`src/rtl/ps2_pkg.sv`:
```
// ============================================================================
// Module   : ps2_pkg
// Purpose  : Shared constants, state encoding and event layout for the PS/2
//            scan-code set 2 sequencer.
// Revision : 1.0
// ============================================================================
`default_nettype none

package ps2_pkg;

    localparam logic [7:0] PS2_PFX_EXT  = 8'hE0;
    localparam logic [7:0] PS2_PFX_BRK  = 8'hF0;

    localparam logic [7:0] PS2_DIS_NUL  = 8'h00;
    localparam logic [7:0] PS2_DIS_BAT  = 8'hAA;
    localparam logic [7:0] PS2_DIS_ECHO = 8'hEE;
    localparam logic [7:0] PS2_DIS_ACK  = 8'hFA;
    localparam logic [7:0] PS2_DIS_FC   = 8'hFC;
    localparam logic [7:0] PS2_DIS_RSND = 8'hFE;
    localparam logic [7:0] PS2_DIS_ERR  = 8'hFF;

    localparam logic [1:0] IDLE   = 2'd0;
    localparam logic [1:0] S_E0   = 2'd1;
    localparam logic [1:0] S_F0   = 2'd2;
    localparam logic [1:0] S_E0F0 = 2'd3;

    // Event word is {ext, brk, code}
    localparam int PS2_EVT_W        = 10;
    localparam int PS2_EVT_CODE_LSB = 0;
    localparam int PS2_EVT_CODE_W   = 8;
    localparam int PS2_EVT_BRK_BIT  = 8;
    localparam int PS2_EVT_EXT_BIT  = 9;

    function automatic logic ps2_is_discard(input logic [7:0] b);
        return (b == PS2_DIS_NUL)  || (b == PS2_DIS_BAT)  || (b == PS2_DIS_ECHO) ||
               (b == PS2_DIS_ACK)  || (b == PS2_DIS_FC)   || (b == PS2_DIS_RSND) ||
               (b == PS2_DIS_ERR);
    endfunction

endpackage

`default_nettype wire

```
`src/rtl/ps2_event_fifo.sv`:
```
// ============================================================================
// Module   : ps2_event_fifo
// Purpose  : Synchronous first-word-fall-through FIFO; head word is visible
//            combinationally while not empty. DEPTH must be a power of 2.
// Revision : 1.0
// ============================================================================
`default_nettype none

module ps2_event_fifo #(
    parameter int DEPTH = 8,
    parameter int WIDTH = 10
) (
    input  logic                     clk,
    input  logic                     rst_n,
    input  logic                     i_push,
    input  logic [WIDTH-1:0]         i_data,
    input  logic                     i_pop,
    output logic [WIDTH-1:0]         o_data,
    output logic                     o_full,
    output logic                     o_empty,
    output logic [$clog2(DEPTH):0]   o_count
);

    localparam int AW = $clog2(DEPTH);

    logic [WIDTH-1:0] r_mem [DEPTH];
    logic [AW-1:0]    r_wr_ptr;
    logic [AW-1:0]    r_rd_ptr;
    logic [AW:0]      r_count;
    logic             w_do_push;
    logic             w_do_pop;

    assign o_full    = (r_count == (AW+1)'(DEPTH));
    assign o_empty   = (r_count == '0);
    assign o_count   = r_count;
    assign w_do_pop  = i_pop && !o_empty;
    // When full, a simultaneous pop frees the head slot that the push then reuses
    assign w_do_push = i_push && (!o_full || w_do_pop);

    always_ff @(posedge clk or negedge rst_n) begin
        if (!rst_n) begin
            r_wr_ptr <= '0;
            r_rd_ptr <= '0;
            r_count  <= '0;
        end else begin
            if (w_do_push) r_wr_ptr <= r_wr_ptr + 1'b1;
            if (w_do_pop)  r_rd_ptr <= r_rd_ptr + 1'b1;
            case ({w_do_push, w_do_pop})
                2'b10:   r_count <= r_count + 1'b1;
                2'b01:   r_count <= r_count - 1'b1;
                default: r_count <= r_count;
            endcase
        end
    end

    always_ff @(posedge clk) begin
        if (w_do_push) r_mem[r_wr_ptr] <= i_data;
    end

    assign o_data = o_empty ? '0 : r_mem[r_rd_ptr];

endmodule

`default_nettype wire

```
`src/rtl/ps2_scancode_ctrl.sv`:
```
// ============================================================================
// Module   : ps2_scancode_ctrl
// Purpose  : Scan-code set 2 prefix sequencer (E0/F0) feeding a valid/ready
//            key-event FIFO. Optional typematic repeat filter: PS2_REPEAT_FILTER_EN.
// Revision : 1.0
// ============================================================================
`default_nettype none

module ps2_scancode_ctrl
    import ps2_pkg::*;
#(
    parameter int FIFO_DEPTH     = 8,
    parameter int TIMEOUT_CYCLES = 100000
) (
    input  logic                          CLK,
    input  logic                          RSTn,
    input  logic [7:0]                    PS2_Data,
    input  logic                          PS2_Done_Sig,
    output logic [7:0]                    Key_Code,
    output logic                          Key_Ext,
    output logic                          Key_Break,
    output logic                          Key_Valid,
    input  logic                          Key_Ready,
    output logic [$clog2(FIFO_DEPTH):0]   Fifo_Count,
    output logic                          Overflow,
    input  logic                          Ovf_Clr
);

    localparam int TW = (TIMEOUT_CYCLES > 2) ? $clog2(TIMEOUT_CYCLES) : 1;
    localparam logic [TW-1:0] c_TMO_LAST = TW'(TIMEOUT_CYCLES - 1);

    logic [1:0]           r_state;
    logic [1:0]           w_state_nxt;
    logic [TW-1:0]        r_tmo_cnt;
    logic                 w_is_final;
    logic                 w_evt_ext;
    logic                 w_evt_brk;
    logic [PS2_EVT_W-1:0] w_evt;
    logic                 w_push;
    logic                 w_pop;
    logic                 w_fifo_full;
    logic                 w_fifo_empty;
    logic [PS2_EVT_W-1:0] w_head;
    logic                 r_overflow;

    // ---------------- state register ----------------
    always_ff @(posedge CLK or negedge RSTn) begin
        if (!RSTn) r_state <= IDLE;
        else       r_state <= w_state_nxt;
    end

    // ---------------- next-state logic ----------------
    always_comb begin
        w_state_nxt = r_state;
        if (PS2_Done_Sig) begin
            if (PS2_Data == PS2_PFX_EXT) begin
                w_state_nxt = S_E0;
            end else if (PS2_Data == PS2_PFX_BRK) begin
                case (r_state)
                    IDLE:    w_state_nxt = S_F0;
                    S_E0:    w_state_nxt = S_E0F0;
                    default: w_state_nxt = r_state;
                endcase
            end else begin
                w_state_nxt = IDLE;
            end
        end else if ((r_state != IDLE) && (r_tmo_cnt >= c_TMO_LAST)) begin
            w_state_nxt = IDLE;
        end
    end

    // ---------------- output logic ----------------
    always_comb begin
        w_evt_ext  = (r_state == S_E0) || (r_state == S_E0F0);
        w_evt_brk  = (r_state == S_F0) || (r_state == S_E0F0);
        w_is_final = PS2_Done_Sig && (PS2_Data != PS2_PFX_EXT) &&
                     (PS2_Data != PS2_PFX_BRK) && !ps2_is_discard(PS2_Data);
        w_evt      = {w_evt_ext, w_evt_brk, PS2_Data};
    end

    always_ff @(posedge CLK or negedge RSTn) begin
        if (!RSTn)                    r_tmo_cnt <= '0;
        else if (PS2_Done_Sig)        r_tmo_cnt <= '0;
        else if (r_tmo_cnt != c_TMO_LAST) r_tmo_cnt <= r_tmo_cnt + 1'b1;
    end

`ifdef PS2_REPEAT_FILTER_EN
    logic [8:0] r_last_make;
    logic       r_last_vld;
    logic       w_same;
    logic       w_repeat;

    assign w_same   = (r_last_make == {w_evt_ext, PS2_Data});
    assign w_repeat = !w_evt_brk && r_last_vld && w_same;
    assign w_push   = w_is_final && !w_repeat;

    always_ff @(posedge CLK or negedge RSTn) begin
        if (!RSTn) begin
            r_last_make <= '0;
            r_last_vld  <= 1'b0;
        end else if (w_is_final) begin
            if (w_evt_brk) begin
                if (w_same) r_last_vld <= 1'b0;
            end else if (!w_repeat) begin
                r_last_make <= {w_evt_ext, PS2_Data};
                r_last_vld  <= 1'b1;
            end
        end
    end
`else
    assign w_push = w_is_final;
`endif

    ps2_event_fifo #(
        .DEPTH (FIFO_DEPTH),
        .WIDTH (PS2_EVT_W)
    ) u_fifo (
        .clk     (CLK),
        .rst_n   (RSTn),
        .i_push  (w_push),
        .i_data  (w_evt),
        .i_pop   (w_pop),
        .o_data  (w_head),
        .o_full  (w_fifo_full),
        .o_empty (w_fifo_empty),
        .o_count (Fifo_Count)
    );

    assign Key_Valid = !w_fifo_empty;
    assign w_pop     = Key_Valid && Key_Ready;
    assign Key_Code  = w_head[PS2_EVT_CODE_LSB +: PS2_EVT_CODE_W];
    assign Key_Break = w_head[PS2_EVT_BRK_BIT];
    assign Key_Ext   = w_head[PS2_EVT_EXT_BIT];

    // A fresh overflow wins over a clear in the same cycle
    always_ff @(posedge CLK or negedge RSTn) begin
        if (!RSTn)                                  r_overflow <= 1'b0;
        else if (w_push && w_fifo_full && !w_pop)   r_overflow <= 1'b1;
        else if (Ovf_Clr)                           r_overflow <= 1'b0;
    end

    assign Overflow = r_overflow;

endmodule

`default_nettype wire

```
`config.mk`:
```
export PLATFORM = sky130hd
export DESIGN_NAME = ps2_scancode_ctrl
export DESIGN_NICKNAME = d
export VERILOG_FILES = /design/src/rtl/ps2_pkg.sv /design/src/rtl/ps2_event_fifo.sv /design/src/rtl/ps2_scancode_ctrl.sv
export SDC_FILE = /design/constraint.sdc
export NUM_CORES = 1
export LEC_CHECK = 0
export CAP_MARGIN = 30
export CORE_ASPECT_RATIO = 1.4
export CORE_MARGIN = 3
export CORE_UTILIZATION = 30
export CTS_CLUSTER_SIZE = 14
export DETAILED_ROUTE_END_ITERATION = 8
export GPL_TIMING_DRIVEN = 0
export PLACE_DENSITY = 0.57
export SYNTH_ARGS = -nofsm -noshare
export SYNTH_HDL_FRONTEND = slang
export SYNTH_SLANG_ARGS = --single-unit
```
`constraint.sdc`:
```
create_clock -name CLK -period 2.3 [get_ports CLK]
set_input_delay 0.23 -clock CLK [delete_from_list [all_inputs] [get_ports CLK]]
set_output_delay 0.23 -clock CLK [all_outputs]
set_load 0.1 [all_outputs]
```
==> flow_metrics.tcl <==
set metrics [dict create \
    path_class "flip-flop to primary output" \
    synth_area_mm2 0.00474 \
    synthCells 310 \
    final_cells 565 \
    async_flop_share_pct 27.3 \
    antenna_cells 0 \
    final.period_utilization_pct 97.5 \
    cpMaxStageDelayCell "clkdlybuf4s50_1" \
    cts-buffers-inserted 9 \
    p_clk_share_pct 19.1 \
    fin_skew_ns 0.00441 \
    buffer_ports.inserted 28 \
    cp-end-kind "primary output" \
    initial_core_util_pct 31.1 \
    rows 53 \
    ant_nets 0 \
    core_mm2 0.0153 \
    p_int_mw 4.44 \
    synthTopCellsByArea "edfxtp_1 51%, dfrtp_1 16%, mux4_2 9.5%" \
    antenna_found_initial 0 \
    cts_tree "built" \
    avgSynthCellArea_um2 15.3 \
    syn_nets 329 \
    seq_area_frac_synth_pct 66.6 \
    finalHoldViolCount 0 \
    worst_pin_slew_ns 0.971 \
    routed-via-count 2736 \
    cp_num_buf_inv 2 \
    detail_route.first_pass.iterations 4 \
    first_iter_violations 104 \
    routed_wirelength_mm 9.49 \
    power_density_mw_per_mm2 1320 \
    cap_violations 0 \
    critPathLaunch "u_fifo.o_count[0]$_DFFE_PN0P_" \
    worstPathArrival_ns 2.01 \
    pin_count 29 \
    max-slew-margin-rel_pct 35.1 \
    cp_top_family "buffers and inverters" \
    clk_pin_slew_worst_paths_ns 0.07 \
    seqPwrFrac_pct 34.4 \
    setup_tns_ns 0 \
    vdd_drop_max_uv 750 \
    die_area_mm2 0.0174 \
    cp-start-kind "flip-flop" \
    p_switching_mw 3.29 \
    r2r_start "u_fifo.o_count[1]$_DFFE_PN0P_" \
    comb_power_share_pct 46.5 \
    grt_use_total_pct 11.5 \
    reg2reg_depth 8 \
    timing.final.crit_period_ns 2.24 \
    grt_remaining_overflow 0 \
    fmax_ghz 0.446 \
    final_util_pct 38.5 \
    reg2reg_slack_ns 0.11 \
    critPathCapture "Fifo_Count[0]" \
    place.detailed.instances 534 \
    place.gp.congestion 0.732 \
    final_area_mm2 0.00587 \
    drc 0 \
    hp-class "primary input to flip-flop" \
    crit_chain "buf_4 -> clkdlybuf4s50_1" \
    yosys.area.top_type "edfxtp_1" \
    final-max-slew-violation-count 0 \
    reg2reg_to "u_fifo.r_mem[5][9]$_DFFE_PP_" \
    ys_ff_latch 110 \
    synth-edff-count 80 \
    synthDistinctLibCells 46 \
    die_h_um 155 \
    clock-root-buffer "clkbuf_16" \
    cts.htree.levels 3 \
    grt_pass1_vias 2857 \
    wl_per_cell_um 16.8 \
    grt_pass1_wl_mm 15.5 \
    synth_ff_type "edfxtp_1" \
    die_w_um 112 \
    setup_viol 0 \
    status "complete, no violations" \
    dp_hpwl_mm 6.48 \
    crit_cells 2 \
    synthTopCellsByCount "80 x edfxtp_1, 30 x dfrtp_1, 30 x nor2_1" \
    setup_ws_ns 0.0579 \
    clk_latency_ns 0.34 \
    place_area_mm2 0.00541 \
    leakage_nw 2.11 \
    synth_top_area_share_pct 50.7 \
    grt_max_degree 31 \
    vias_per_cell 4.84 \
    clockBufferDepth 2 \
    cts_sinks 110 \
    critPathMaxFanout 3 \
    post-place-ws_ns -0.934 \
    yosys_warnings 0 \
    syn_to_final_growth_pct 23.9 \
    cp_slowest_stage_delay_ns 1.12 \
    nets 387 \
    swShare_pct 42.6 \
    drive_gt1_share_pct 28.2 \
    fin_hold_ws_ns 0.276 \
    worstPathRequired_ns 2.07 \
    p_total_mw 7.73 \
    yosysMostFrequentCell "edfxtp_1" \
]
worst min path at each step:
stage | depth (start not counted) | from | slack, ns | end
after global routing | 2 | PS2_Data[4] | 0.30 | r_state[0]$_DFFE_PN0P_
after CTS | 1 | PS2_Data[1] | 0.39 | u_fifo.r_mem[0][1]$_DFFE_PP_
after global placement | 1 | r_state[0]$_DFFE_PN0P_ | 0.52 | r_state[0]$_DFFE_PN0P_
final | 2 | PS2_Data[4] | 0.28 | r_state[0]$_DFFE_PN0P_
after detailed placement | 1 | RSTn | 0.32 | u_fifo.o_count[1]$_DFFE_PN0P_
after floorplan | 0 | RSTn | -0.07 | Overflow$_DFFE_PN0P_
cells by family (layout without fill, tap and decap cells):
logic type	Yosys count	count (layout)	share of synthesized area, %
AO/OA/AOI/OAI	23	23	3.33
XOR/XNOR	21	21	3.88
adder cells (fa/ha/maj)	6	6	1.74
buffers and inverters	20	83	1.64
flip-flops	110	110	66.6
multiplexers	35	35	12.8
AND/OR/NAND/NOR	95	95	10.0
cell usage in the layout, fill, tap and decap left out, types with 7 or more instances in the layout:
cell             synthesis  final
buf_4                    0     23
clkbuf_16                0      9
clkbuf_2                 0      8
clkdlybuf4s50_1          0      7
dfrtp_1                 30     25
edfxtp_1                80     80
inv_1                    8      8
mux2i_1                 13     13
mux4_2                  20     20
nand2_1                 21     20
nand4_1                  7      7
nor2_1                  30     27
xnor2_1                  9      9
xor2_1                  12     12
power by group through the flow:
stage,clock (mW),sequential [mW],combinational [mW]
6_report,1.48,2.66,3.60
2_1_floorplan,0,2.90,2.45
5_1_grt,1.59,2.68,3.81
3_5_place_dp,0,2.70,3.52
4_1_cts,1.51,2.67,3.55
3_3_place_gp,0,2.68,3.45
area by class of cell:
class	count	area (µm²)
fillers	1463	9380
flip-flops and latches	110	3170
multi-input cells	180	1660
repair buffers	47	402
well taps	192	240
clock buffers	11	233
plain buffers	11	68.8
clock inverters	5	50.0
inverters	9	47.5
sequential cells by signal (all words and copies together) (netlist names):
signal           flops
Overflow             1
r_state              2
r_tmo_cnt           17
u_fifo.o_count       4
u_fifo.r_mem        80
u_fifo.r_rd_ptr      3
u_fifo.r_wr_ptr      3
per-layer routing:
metal,vias up,global-route usage [%],routed length (µm)
met1,1395,14.6,4050
met3,14,1.57,230
li1,1285,-,-
met4,0,4.24,183
met2,42,19.9,5030
met5,-,0,0
timing repair:
item	CTS	global route
hold buffers	1	0
hold endpoints to repair	30	0
pin swaps	5	5
setup endpoints to repair	92	20
setup buffers	9	5
resized for setup	83	20
No activity file was read; power rests on OpenSTA's default activity.
